--- src/rtl/normalize_seq.sv ---
// normalize_seq: iterative post-add normalizer, one bit position per clock,
// valid/ready on both sides. Rev 1.0
`default_nettype none

module normalize_seq (
  input  logic        clk,
  input  logic        rst_n,
  input  logic        in_valid,
  output logic        in_ready,
  input  logic        in_sign,
  input  logic [7:0]  in_exp,
  input  logic [26:0] in_mantis,
  input  logic        in_loss,
  input  logic        in_operator,
  output logic        out_valid,
  input  logic        out_ready,
  output logic        out_sign,
  output logic        out_operator,
  output logic [7:0]  out_exp,
  output logic [25:0] out_mantis,
  output logic        out_loss,
  output logic        out_overflow
);

  typedef enum logic [1:0] {
    S_IDLE  = 2'd0,
    S_SHIFT = 2'd1,
    S_DONE  = 2'd2
  } state_t;

  state_t      r_state, w_state_nxt;
  logic [7:0]  r_exp, w_exp_nxt;
  logic [26:0] r_man, w_man_nxt;
  logic        r_loss, w_loss_nxt;
  logic        r_ovf, w_ovf_nxt;
  logic        r_sign, w_sign_nxt;
  logic        r_op, w_op_nxt;
  logic [7:0]  w_exp_inc;

  assign w_exp_inc = r_exp + 8'd1;

  always_ff @(posedge clk or negedge rst_n) begin
    if (!rst_n) begin
      r_state <= S_IDLE;
      r_exp   <= 8'd0;
      r_man   <= 27'd0;
      r_loss  <= 1'b0;
      r_ovf   <= 1'b0;
      r_sign  <= 1'b0;
      r_op    <= 1'b0;
    end else begin
      r_state <= w_state_nxt;
      r_exp   <= w_exp_nxt;
      r_man   <= w_man_nxt;
      r_loss  <= w_loss_nxt;
      r_ovf   <= w_ovf_nxt;
      r_sign  <= w_sign_nxt;
      r_op    <= w_op_nxt;
    end
  end

  always_comb begin
    w_state_nxt = r_state;
    w_exp_nxt   = r_exp;
    w_man_nxt   = r_man;
    w_loss_nxt  = r_loss;
    w_ovf_nxt   = r_ovf;
    w_sign_nxt  = r_sign;
    w_op_nxt    = r_op;
    case (r_state)
      S_IDLE: begin
        if (in_valid) begin
          w_exp_nxt   = in_exp;
          w_man_nxt   = in_mantis;
          w_loss_nxt  = in_loss;
          w_ovf_nxt   = 1'b0;
          w_sign_nxt  = in_sign;
          w_op_nxt    = in_operator;
          w_state_nxt = S_SHIFT;
        end
      end
      S_SHIFT: begin
        w_state_nxt = S_DONE;
        // Left shifts only lower the exponent, so 8'hFF here means the
        // operand was loaded as inf/NaN.
        if (r_exp == 8'hFF) begin
          w_exp_nxt = r_exp;
        end else if (r_man == 27'd0) begin
          w_exp_nxt = 8'd0;
        end else if (r_man[26]) begin
          w_man_nxt  = {1'b0, r_man[26:1]};
          w_loss_nxt = r_loss | r_man[0];
          w_exp_nxt  = w_exp_inc;
          if (w_exp_inc == 8'hFF) begin
            w_man_nxt  = 27'd0;
            w_loss_nxt = 1'b0;
            w_ovf_nxt  = 1'b1;
          end
        end else if (r_man[25]) begin
          w_exp_nxt = r_exp;
        end else if (r_exp <= 8'd1) begin
          w_exp_nxt = 8'd0;
        end else begin
          w_man_nxt   = {r_man[25:0], 1'b0};
          w_exp_nxt   = r_exp - 8'd1;
          w_state_nxt = S_SHIFT;
        end
      end
      S_DONE: begin
        if (out_ready) w_state_nxt = S_IDLE;
      end
      default: w_state_nxt = S_IDLE;
    endcase
  end

  assign in_ready     = (r_state == S_IDLE);
  assign out_valid    = (r_state == S_DONE);
  assign out_sign     = r_sign;
  assign out_operator = r_op;
  assign out_exp      = r_exp;
  assign out_mantis   = r_man[25:0];
  assign out_loss     = r_loss;
  assign out_overflow = r_ovf;

endmodule

`default_nettype wire

--- config.mk ---
export PLATFORM = sky130hd
export DESIGN_NAME = normalize_seq
export DESIGN_NICKNAME = d
export VERILOG_FILES = /design/src/rtl/normalize_seq.sv
export SDC_FILE = /design/constraint.sdc
export NUM_CORES = 1
export LEC_CHECK = 0
export CAP_MARGIN = 20
export CORE_MARGIN = 4
export CORE_UTILIZATION = 35
export CTS_CLUSTER_DIAMETER = 200
export DETAILED_ROUTE_END_ITERATION = 8
export GPL_ROUTABILITY_DRIVEN = 0
export PLACE_DENSITY = 0.67
export SYNTH_ARGS = -nofsm -noshare
export SYNTH_HDL_FRONTEND = slang
export SYNTH_SLANG_ARGS = --single-unit
--- constraint.sdc ---
create_clock -name clk -period 3.2 [get_ports clk]
set_input_delay 0.32 -clock clk [delete_from_list [all_inputs] [get_ports clk]]
set_output_delay 0.32 -clock clk [all_outputs]
set_load 0.1 [all_outputs]
* Word level (Yosys, flattened, before mapping)
Cells that the tools add are included.
** Storage, ports and cells
- Bits in registers :: 41
- Bits of input ports :: 42
- Output and inout bits :: 40
** Operators by class
- Add/sub/neg operators :: 2
- $lt $le $gt $ge :: 1
- Equality and inequality tests :: 13
- Multiplexer cells :: 35
- Bitwise operators :: 1
- Reduce and logical (&&, ||, !) cells :: 10
** Operators with widths (number)
- $mux 27 :: 4
- $mux 26 :: 3
- $pmux 27 s2 :: 1
- $mux 8 :: 6
- $logic_not 27->1 :: 1
- $eq 8x8->1 const B :: 2
- $pmux 8 s2 :: 1
- $mux 2 :: 7
- $reduce_and 6->1 :: 2
- $mux 1 :: 10
- $ne 2x2->1 const B :: 5
- $add 8x1->8 const B :: 1
- $le 8x1->1 const B :: 1
- $reduce_and 4->1 :: 2
- $sub 8x1->8 const B :: 1
- $ne 3x3->1 const B :: 2
- $pmux 2 s3 :: 1
- $reduce_and 5->1 :: 1
- $ne 4x4->1 const B :: 1
- $pmux 1 s2 :: 2
- $reduce_and 2->1 :: 2
- $eq 2x1->1 const B :: 1
- $eq 2x2->1 const B :: 1
- $logic_not 2->1 :: 1
- other kinds (3) :: 3

* Longest topological paths before layout
Gate-level depths: netlist (run 1).
- Word-level depth :: 7
- Gate-level depth with buffers :: 9
- Gate-level depth less buffers :: 7

* Worst setup path before layout (run 1)
No wires, ideal clock.
- Kind :: register -> register
- From :: reg r_exp[0], in the netlist out_exp[0]
- To :: reg r_man[7]
- Library setup time :: 79 ps
- Data arrival time :: 2791 ps
- Data required time :: 3121 ps
- Setup slack :: 330 ps
- Stages on the path, launching flop included :: 9
- Clock period less this slack :: 2870 ps
- Cell sequence :: dfrtp_1 > inv_1 > ha_1 > nor2b_1 > and4_1 > a2111oi_4 > clkbuf_1 > a222oi_1 > mux2i_1
** Between the ends
- Longest elaborated chain between the ends :: 7
- Elaborated cells on any way between the ends :: 12
- Those cells by class :: 1 x add/sub; 1 x order compare; 4 x eq/ne; 5 x mux; 1 x reduce/logical
** RTL lines
- start, declared :: line 32 : logic [7:0] r_exp, w_exp_nxt;
- start signal, assigned :: line 53 : r_exp <= w_exp_nxt;
- $add 8x1->8 :: line 40 : assign w_exp_inc = r_exp + 8'd1;
- $eq 8x8->1 :: line 94 : if (w_exp_inc == 8'hFF) begin
- $mux 26 :: line 94
- $mux 27 :: line 90 : end else if (r_man[26]) begin
- $mux 27 :: line 88 : end else if (r_man == 27'd0) begin
- $mux 27 :: line 86 : if (r_exp == 8'hFF) begin
- $pmux 27 s2 :: line 70 : case (r_state)
- end signal, assigned :: line 54 : r_man <= w_man_nxt;
- end, declared :: line 33 : logic [26:0] r_man, w_man_nxt;
Parallel ways exist; a longest one is shown, timed or not. The select of a mux whose other input is x is not followed.
A chain may end at the register's enable or synchronous reset.

* Final worst setup path (run 1)
- From :: reg r_exp[0], in the netlist out_exp[0]
- To :: reg r_exp[3], in the netlist out_exp[3]
** Between the ends
- Longest elaborated chain between the ends :: 7
- Elaborated cells on any way between the ends :: 12
- Those cells by class :: 2 x add/sub; 1 x order compare; 2 x eq/ne; 6 x mux; 1 x reduce/logical
** RTL lines
- $sub 8x1->8 or $le 8x1->1 (tied branches) :: line 105, 101
- $mux 8 :: line 101 : end else if (r_exp <= 8'd1) begin
- $mux 8 :: line 99 : end else if (r_man[25]) begin
- $mux 8 :: line 90
- $mux 8 :: line 88
- $mux 8 :: line 86
- $pmux 8 s2 :: line 70
Parallel ways exist; a longest one is shown, timed or not. The select of a mux whose other input is x is not followed.

==> results of run 1 <==
==> sequential cells by signal (all words and copies together), names as in the netlist <==
signal	count
out_exp	8
out_loss	1
out_operator	1
out_overflow	1
out_sign	1
r_man	27
r_state	2
==> final timing paths <==
kind | startpoint | to | slack, ns | depth (start not counted)
min in group clk | out_operator | out_operator | 0.53 | 1
setup / recovery | out_exp[0] | out_exp[3] | 0.53 | 6
max in group asynchronous | rst_n | r_man[26] | 2.44 | 1
hold reg to reg | out_operator | out_operator | 0.53 | 1
hold / removal | rst_n | out_exp[4] | 0.16 | 1
setup reg to reg | out_exp[0] | out_exp[3] | 0.53 | 6
==> critical path, cell delays in order (launching register included) <==
cell and delay, ns:
dfrtp_1 0.48, ha_1 0.27, and3_1 0.21, a311oi_1 0.55
o21a_1 0.58, o21ai_0 0.19, a22o_1 0.27
==> metal layers <==
metal | routed length, um | up-vias | global-route usage [%]
met5 | 0 | - | 0
met4 | 79 | 0 | 3.97
met3 | 542 | 6 | 3.80
met2 | 3310 | 83 | 24.5
met1 | 3470 | 1128 | 22.8
li1 | - | 1121 | -
==> synth_stat cells (3+ instances only) <==
cell type	count
dfrtp_1	41
buf_4	28
inv_1	28
a222oi_1	24
mux2i_1	24
nand2_1	19
nor2_1	15
a22o_1	7
clkbuf_1	7
nor4_1	7
o31ai_1	7
nor3_1	6
o21ai_0	6
nand2b_1	5
a21oi_1	4
buf_2	4
ha_1	4
mux2_2	4
o21a_1	3
==> through the flow <==
step | setup WS [ns] | cells | util, % | hold WS [ns] | area, um^2
after CTS | 0.546 | 435 | 45.5 | 0.196 | 3490
after floorplan | 0.330 | 281 | - | 0.0244 | 2740
final | 0.533 | 435 | 45.5 | 0.160 | 3490
after detailed placement | 0.574 | 427 | 44.0 | 0.497 | 3380
after global placement | 0.711 | 427 | 44.0 | 0.506 | 3380
after global routing | 0.272 | 435 | 45.5 | 0.253 | 3490
==> cell families (layout without fill, tap and decap cells) <==
group | after synthesis | count (layout) | synth area share (%)
buffers and inverters | 71 | 123 | 15.0
AND/OR/NAND/NOR | 69 | 69 | 13.4
AO/OA/AOI/OAI | 66 | 66 | 21.3
flip-flops | 41 | 41 | 37.4
multiplexers | 28 | 28 | 10.4
adder cells (fa/ha/maj) | 4 | 4 | 1.83
XOR/XNOR | 2 | 2 | 0.639
==> layout make-up <==
cell class                 instances  area [um^2]
fill                             749         4190
clock buffer                       6         72.6
multi-input combinational        169         1300
timing repair buffer              87          821
inverter                          28          105
tap                              102          128
clock inverter                     2         38.8
sequential                        41         1030
==> qor.yml, run 1 <==
synthesis:
  syn_area_per_cell_um2: 9.76
  ys.flop_type: "dfrtp_1"
  synth_seq_cells: 41
  synth_seq_area_share_pct: 37.4
  synth.lib_cells_used.distinct: 50
  async_reset_ff_share_pct: 100
  synthTopCellsByArea: "dfrtp_1 37%, a222oi_1 8.8%, mux2i_1 8.8%"
  syn_area_mm2: 0.00274
  syn_nets: 327
  syn_inst: 281
  synth_top_area_share_pct: 37.4
  synth_top_cell_by_area: "dfrtp_1"
  yosys_warnings: 0
  synth_edf_count: 0
global_route:
  grt_pass1_wl_um: 11700
  grt_remaining_overflow: 0
  grt_pass1_vias: 2298
  antenna_found_initial: 0
  grt_max_degree: 42
  grt_util_all_layers_pct: 16.0
timing:
  rsz0062_at_grt: "no"
  max_slew_margin_pct: 34.0
  setup_violations: 0
  hold_violations: 0
  clock.fmax_mhz: 375
  finalSetupTns_ns: 0
  slew_violations: 0
  finalCritPeriodShare_pct: 83.3
  finalClockSkew_ns: 0.00807
  tightest_slew_ns: 0.987
  post-route-min-period_ns: 2.67
drt:
  drt_iter0_markers: 229
  drc: 0
  vias: 2338
  drt_pass1_iterations: 8
  ant_nets: 0
  finalWirelength_um: 7410
  wl_per_cell_um: 17.0
  via_per_inst: 5.37
finish:
  layout_commonest_cell: "clkdlybuf4s50_1"
  final_cell_mix: "68 x clkdlybuf4s50_1, 41 x dfrtp_1, 28 x inv_1"
  drive_above_1_share_pct: 11.4
  synthToLayoutAreaGrowth_pct: 27.5
  fin_nets: 378
  diodes: 0
die:
  row_count: 32
  start_util_pct: 35.7
  die_area_mm2: 0.00931
  coreArea_mm2: 0.00769
  die_w_um: 96.5
  die_y_um: 96.5
  pin_count: 82
setup_path:
  arrival_ns: 2.85
  critPathCaptureType: "flop"
  crit_fanout: 16
  critPathKind: "flop to flop"
  cp.required_ns: 3.38
  critPathLaunchType: "flop"
clock_network:
  path_clk_slew_ns: 0.08
  cts_resized: 0
  hold_buffers: 0
  cts_buffers: 5
  clkLatencyLatePin_ns: 0.30
  h-tree-depth: 2
  root_buffer: "clkbuf_8"
  clkSinkCount: 41
  postCtsSetupBuffers: 0
  clock_path_buffers: 2
  cts_tree: "done"
min_path:
  hold_class: "input port to asynchronous set/reset pin"
place:
  portBuffers: 81
  hpwl_um: 5290
status:
  status: "finished, final reports clean"
run:
  cap_violations: 0
Power of run 1 is left out: the tool's default activity adds up to more than one toggle a clock period on the data nets, which glitch-free logic cannot reach.
==> inputs of run 2 (changes only) <==
==> constraint.sdc (replaced) <==
create_clock -name clk -period 2.5 [get_ports clk]
set_input_delay 0.25 -clock clk [delete_from_list [all_inputs] [get_ports clk]]
set_output_delay 0.25 -clock clk [all_outputs]
set_load 0.1 [all_outputs]
==> qor.yml, run 2 (same netlist as run 1, synthesis figures left out) <==
timing:
  finalCritPeriodShare_pct: 92.6  # +9.3 points
  hold_violations: 0  # unchanged
  max_slew_margin_pct: 44.1  # +10 points
  clock.fmax_mhz: 432  # +15%
  finalSetupTns_ns: 0  # unchanged
  hold-worst-slack_ns: 0.0493  # -0.111 ns
  rsz0062_at_grt: "no"
  post-route-min-period_ns: 2.31  # -0.352 ns
  finalClockSkew_ns: 0.00739  # -0.000676 ns
  tightest_slew_ns: 0.838  # -0.149 ns
  setup_ws_ns: 0.185  # -0.348 ns
  slew_violations: 0  # unchanged
  setup_violations: 0  # unchanged
place:
  placed_area_mm2: 0.00341  # +0.67%
  hpwl_um: 5280  # -0.20%
  place_ws_ns: 0.185  # -0.389 ns
  portBuffers: 81  # unchanged
clock_network:
  root_buffer: "clkbuf_8"
  cts_tree: "done"
  h-tree-depth: 2  # unchanged
  clock_path_buffers: 2  # unchanged
  cts_buffers: 5  # unchanged
  clkLatencyLatePin_ns: 0.30  # about the same
  clkSinkCount: 41  # unchanged
  postCtsSetupBuffers: 0  # unchanged
  hold_buffers: 0  # unchanged
  cts_resized: 0  # unchanged
  path_clk_slew_ns: 0.08  # about the same
global_route:
  grt_pass1_wl_um: 12200  # +4.5%
  grt_remaining_overflow: 0  # unchanged
  antenna_found_initial: 0  # unchanged
  grt_max_degree: 36  # -14%
  grt_util_all_layers_pct: 16.7  # +0.63 points
  grt_pass1_vias: 2393  # +4.1%
finish:
  top_register: "r_man"
  diodes: 0  # unchanged
  fillers: 762  # +1.7%
  fin_nets: 385  # +1.9%
  largest_reg_flops: 27  # unchanged
  layout_commonest_cell: "buf_4"
  synthToLayoutAreaGrowth_pct: 28.3
  drive_above_1_share_pct: 24.1  # +13 points
  fin_area_mm2: 0.00352  # +0.64%
  final_cell_mix: "51 x buf_4, 40 x clkdlybuf4s50_1, 33 x dfrtp_1"
drt:
  wl_per_cell_um: 16.9  # -0.99%
  finalWirelength_um: 7450  # +0.61%
  ant_nets: 0  # unchanged
  drc: 0  # unchanged
  drt_iter0_markers: 251  # +9.6%
  drt_pass1_iterations: 8  # unchanged
  vias: 2444  # +4.5%
  via_per_inst: 5.53  # +2.9%
die:
  pin_count: 82  # unchanged
  die_area_mm2: 0.00931  # unchanged
  die_w_um: 96.5  # unchanged
  row_count: 32  # unchanged
  start_util_pct: 35.7  # unchanged
  coreArea_mm2: 0.00769  # unchanged
  die_y_um: 96.5  # unchanged
setup_path:
  cp_cell_sequence: "or4_4 -> or4_4 -> o221ai_4 -> o31ai_1 -> a22o_2"
  critPathKind: "flop to flop"
  cp.required_ns: 2.69  # -0.69 ns
  crit_slowest_cell: "or4_4"
  crit_fanout: 14  # -2
  crit_top_cell: "or4_4"
  cp_slowest_stage_delay_ns: 0.57  # about the same
  critPathLaunchType: "flop"
  arrival_ns: 2.50  # -0.35 ns
  critPathCaptureType: "flop"
run:
  cap_violations: 0  # unchanged
min_path:
  hold_class: "input port to asynchronous set/reset pin"
status:
  status: "finished, final reports clean"
run 2: worst paths after layout:
check | start | endpoint | slack [ns] | cells after the start
min in group clk | out_sign | out_sign | 0.52 | 1
max in group asynchronous | rst_n | r_man[16] | 1.82 | 2
worst max-delay path | out_exp[6] | out_exp[5] | 0.19 | 5
worst max register to register | out_exp[6] | out_exp[5] | 0.19 | 5
worst min-delay path | rst_n | out_exp[0] | 0.05 | 1
worst min register to register | out_sign | out_sign | 0.52 | 1
run 2: critical path: cells and delay by family (launching register included):
| kind | cells | cell delay (ns) |
|---|---|---|
| flops | 1 | 0.40 |
| simple gates | 2 | 1.02 |
| compound gates | 3 | 0.80 |
run 2: metrics by stage:
stage	instances	utilization [%]
finish	442	45.8
global route	442	45.8
CTS	442	45.8
detailed placement	434	44.3
global placement	434	44.3
floorplan	281	-
run 2: layout make-up:
cell class                 count  area [um^2]  area share [%]
clock buffer                   6         72.6            2.06
clock inverter                 2         38.8            1.10
inverter                      28          105            2.99
multi-input combinational    169         1310            37.1
sequential                    41         1040            29.5
tap                          102          128            3.63
timing repair buffer          94          828            23.6
run 2: metal layers:
layer	track usage, %	vias to the layer above	share of wire [%]
li1	-	1142	-
met1	23.8	1203	46
met2	25.8	89	46
met3	2.56	10	5.7
met4	5.49	0	1.7
met5	0	-	0
Power of run 2 is left out for the same reason.
==> inputs of run 3 (changes only) <==
--- a/config.mk
+++ b/config.mk
@@ -6,12 +6,14 @@
 export NUM_CORES = 1
 export LEC_CHECK = 0
 export CAP_MARGIN = 20
+export CORE_ASPECT_RATIO = 1.2
 export CORE_MARGIN = 4
 export CORE_UTILIZATION = 35
 export CTS_CLUSTER_DIAMETER = 200
 export DETAILED_ROUTE_END_ITERATION = 8
 export GPL_ROUTABILITY_DRIVEN = 0
 export PLACE_DENSITY = 0.67
+export SLEW_MARGIN = 40
 export SYNTH_ARGS = -nofsm -noshare
 export SYNTH_HDL_FRONTEND = slang
 export SYNTH_SLANG_ARGS = --single-unit
==> qor.yml, run 3 (same netlist as run 1, synthesis figures left out) <==
clock_network:
  h-tree-depth: 2  # unchanged
  clkSinkCount: 41  # unchanged
  cts_tree: "done"
  clock_path_buffers: 2  # unchanged
  clkLatencyLatePin_ns: 0.30  # about the same
  path_clk_slew_ns: 0.08  # about the same
  cts_buffers: 5  # unchanged
  root_buffer: "clkbuf_8"
timing:
  clock.fmax_mhz: 430  # -0.50%
  rsz0062_at_grt: "no"
  tightest_slew_ns: 0.548  # -0.290 ns
  slew_violations: 0  # unchanged
  post-route-min-period_ns: 2.33  # +0.0116 ns
  max_slew_margin_pct: 63.5  # +19 points
  finalCritPeriodShare_pct: 93.0  # +0.46 points
  finalClockSkew_ns: 0.00673  # -0.000662 ns
  setup_violations: 0  # unchanged
  finalSetupTns_ns: 0  # unchanged
  hold_violations: 0  # unchanged
finish:
  drive_above_1_share_pct: 26.1  # +2.0 points
  largest_reg_flops: 27  # unchanged
  layout_commonest_cell: "buf_4"
  final_cell_mix: "59 x buf_4, 40 x clkdlybuf4s50_1, 33 x dfrtp_1"
  fin_nets: 393  # +2.1%
  fillers: 738  # -3.1%
  diodes: 0  # unchanged
  synthToLayoutAreaGrowth_pct: 30.6
  top_register: "r_man"
setup_path:
  critical_path_buf_inv_count: 1  # +1
  path_delay_family: "simple AND/OR/NAND/NOR gates"
  critPathLaunchType: "flop"
  crit_fanout: 6  # -8
  cp.required_ns: 2.69  # about the same
  worst_r2r_path_depth: 6  # +1
  arrival_ns: 2.51  # about the same
  path_depth: 6  # +1
  critPathKind: "flop to flop"
  cp_cell_sequence: "or4_4 -> or4_4 -> o221ai_4 -> buf_4 -> o21ai_2 -> a22o_1"
  rrSetupSlack_ns: 0.17  # about the same
  cp_slowest_stage_delay_ns: 0.56  # about the same
  r2r_start: "out_exp[6]"
  critPathCaptureType: "flop"
  crit_top_cell: "or4_4"
  r2r-end: "out_exp[4]"
  crit_slowest_cell: "or4_4"
die:
  row_count: 35  # +9.4%
  pin_count: 82  # unchanged
  die_y_um: 105  # +8.8%
  die_w_um: 88.8  # -8.0%
  die_area_mm2: 0.00932  # about the same
  coreArea_mm2: 0.00766  # -0.31%
  start_util_pct: 35.8  # +0.11 points
status:
  status: "finished, final reports clean"
global_route:
  grt_max_degree: 42  # +17%
  antenna_found_initial: 0  # unchanged
  grt_pass1_wl_um: 12200  # about the same
  grt_util_all_layers_pct: 16.3  # -0.32 points
  grt_remaining_overflow: 0  # unchanged
  grt_pass1_vias: 2461  # +2.8%
drt:
  vias: 2494  # +2.0%
  via_per_inst: 5.67  # +2.5%
  wl_per_cell_um: 17.1  # +1.6%
  drc: 0  # unchanged
  drt_pass1_iterations: 7  # -1
  drt_iter0_markers: 316  # +26%
  ant_nets: 0  # unchanged
  finalWirelength_um: 7540  # +1.1%
min_path:
  hold_class: "input port to asynchronous set/reset pin"
place:
  hpwl_um: 5260  # -0.29%
  portBuffers: 81  # unchanged
run:
  cap_violations: 0  # unchanged
==> run 3: final cells by class <==
class                           instances  area [um^2]  share of cell area, %
Sequential cell                        41         1040                   29.0
Clock inverter                          2         37.5                   1.05
Clock buffer                            6         82.6                   2.31
Inverter                               28          105                   2.94
Tap cell                               92          115                   3.22
Multi-Input combinational cell        170         1330                   37.1
Timing Repair Buffer                  101          873                   24.4
==> run 3: worst max-delay path by stage <==
stage	start	to	slack, ns
finish	out_exp[6]	out_exp[4]	0.17
floorplan	out_exp[1]	r_man[16]	0.006
global placement	out_exp[0]	r_man[6]	0.17
global route	out_exp[0]	r_man[4]	0.002
detailed placement	out_exp[6]	out_exp[5]	0.12
CTS	out_exp[6]	out_exp[5]	0.11
==> run 3: per-layer routing <==
| layer | part of all wire [%] | global-route usage (%) | vias to the layer above |
|---|---|---|---|
| met4 | 1.4 | 4.97 | 0 |
| li1 | - | - | 1153 |
| met5 | 0 | 0 | - |
| met2 | 50 | 26.3 | 101 |
| met3 | 7.6 | 2.76 | 9 |
| met1 | 41 | 22.2 | 1231 |
==> run 3: through the flow <==
stage	hold WS (ns)	std cells	util (%)	worst slack (ns)	area, um^2
floorplan	-0.0456	281	-	0.00589	2760
detailed placement	0.278	426	44.3	0.123	3400
finish	0.477	440	46.7	0.174	3580
global route	0.532	440	46.7	0.00189	3580
global placement	0.450	426	44.3	0.175	3400
CTS	0.499	435	46.0	0.109	3530
==> run 3: worst register-to-register path, cell delays in order, from the launching register on <==
cell and delay [ns]:
dfrtp_2 0.45, or4_4 0.56, or4_4 0.47, o221ai_4 0.29, buf_4 0.18, o21ai_2 0.05
a22o_1 0.22
==> run 3: what timing repair did <==
item,4_1_cts,5_1_grt
hold buffers,1,0
hold endpoints to repair,41,0
resized for setup,0,1
setup buffers,0,4
setup endpoints to repair,0,6
Power of run 3 is left out for the same reason.
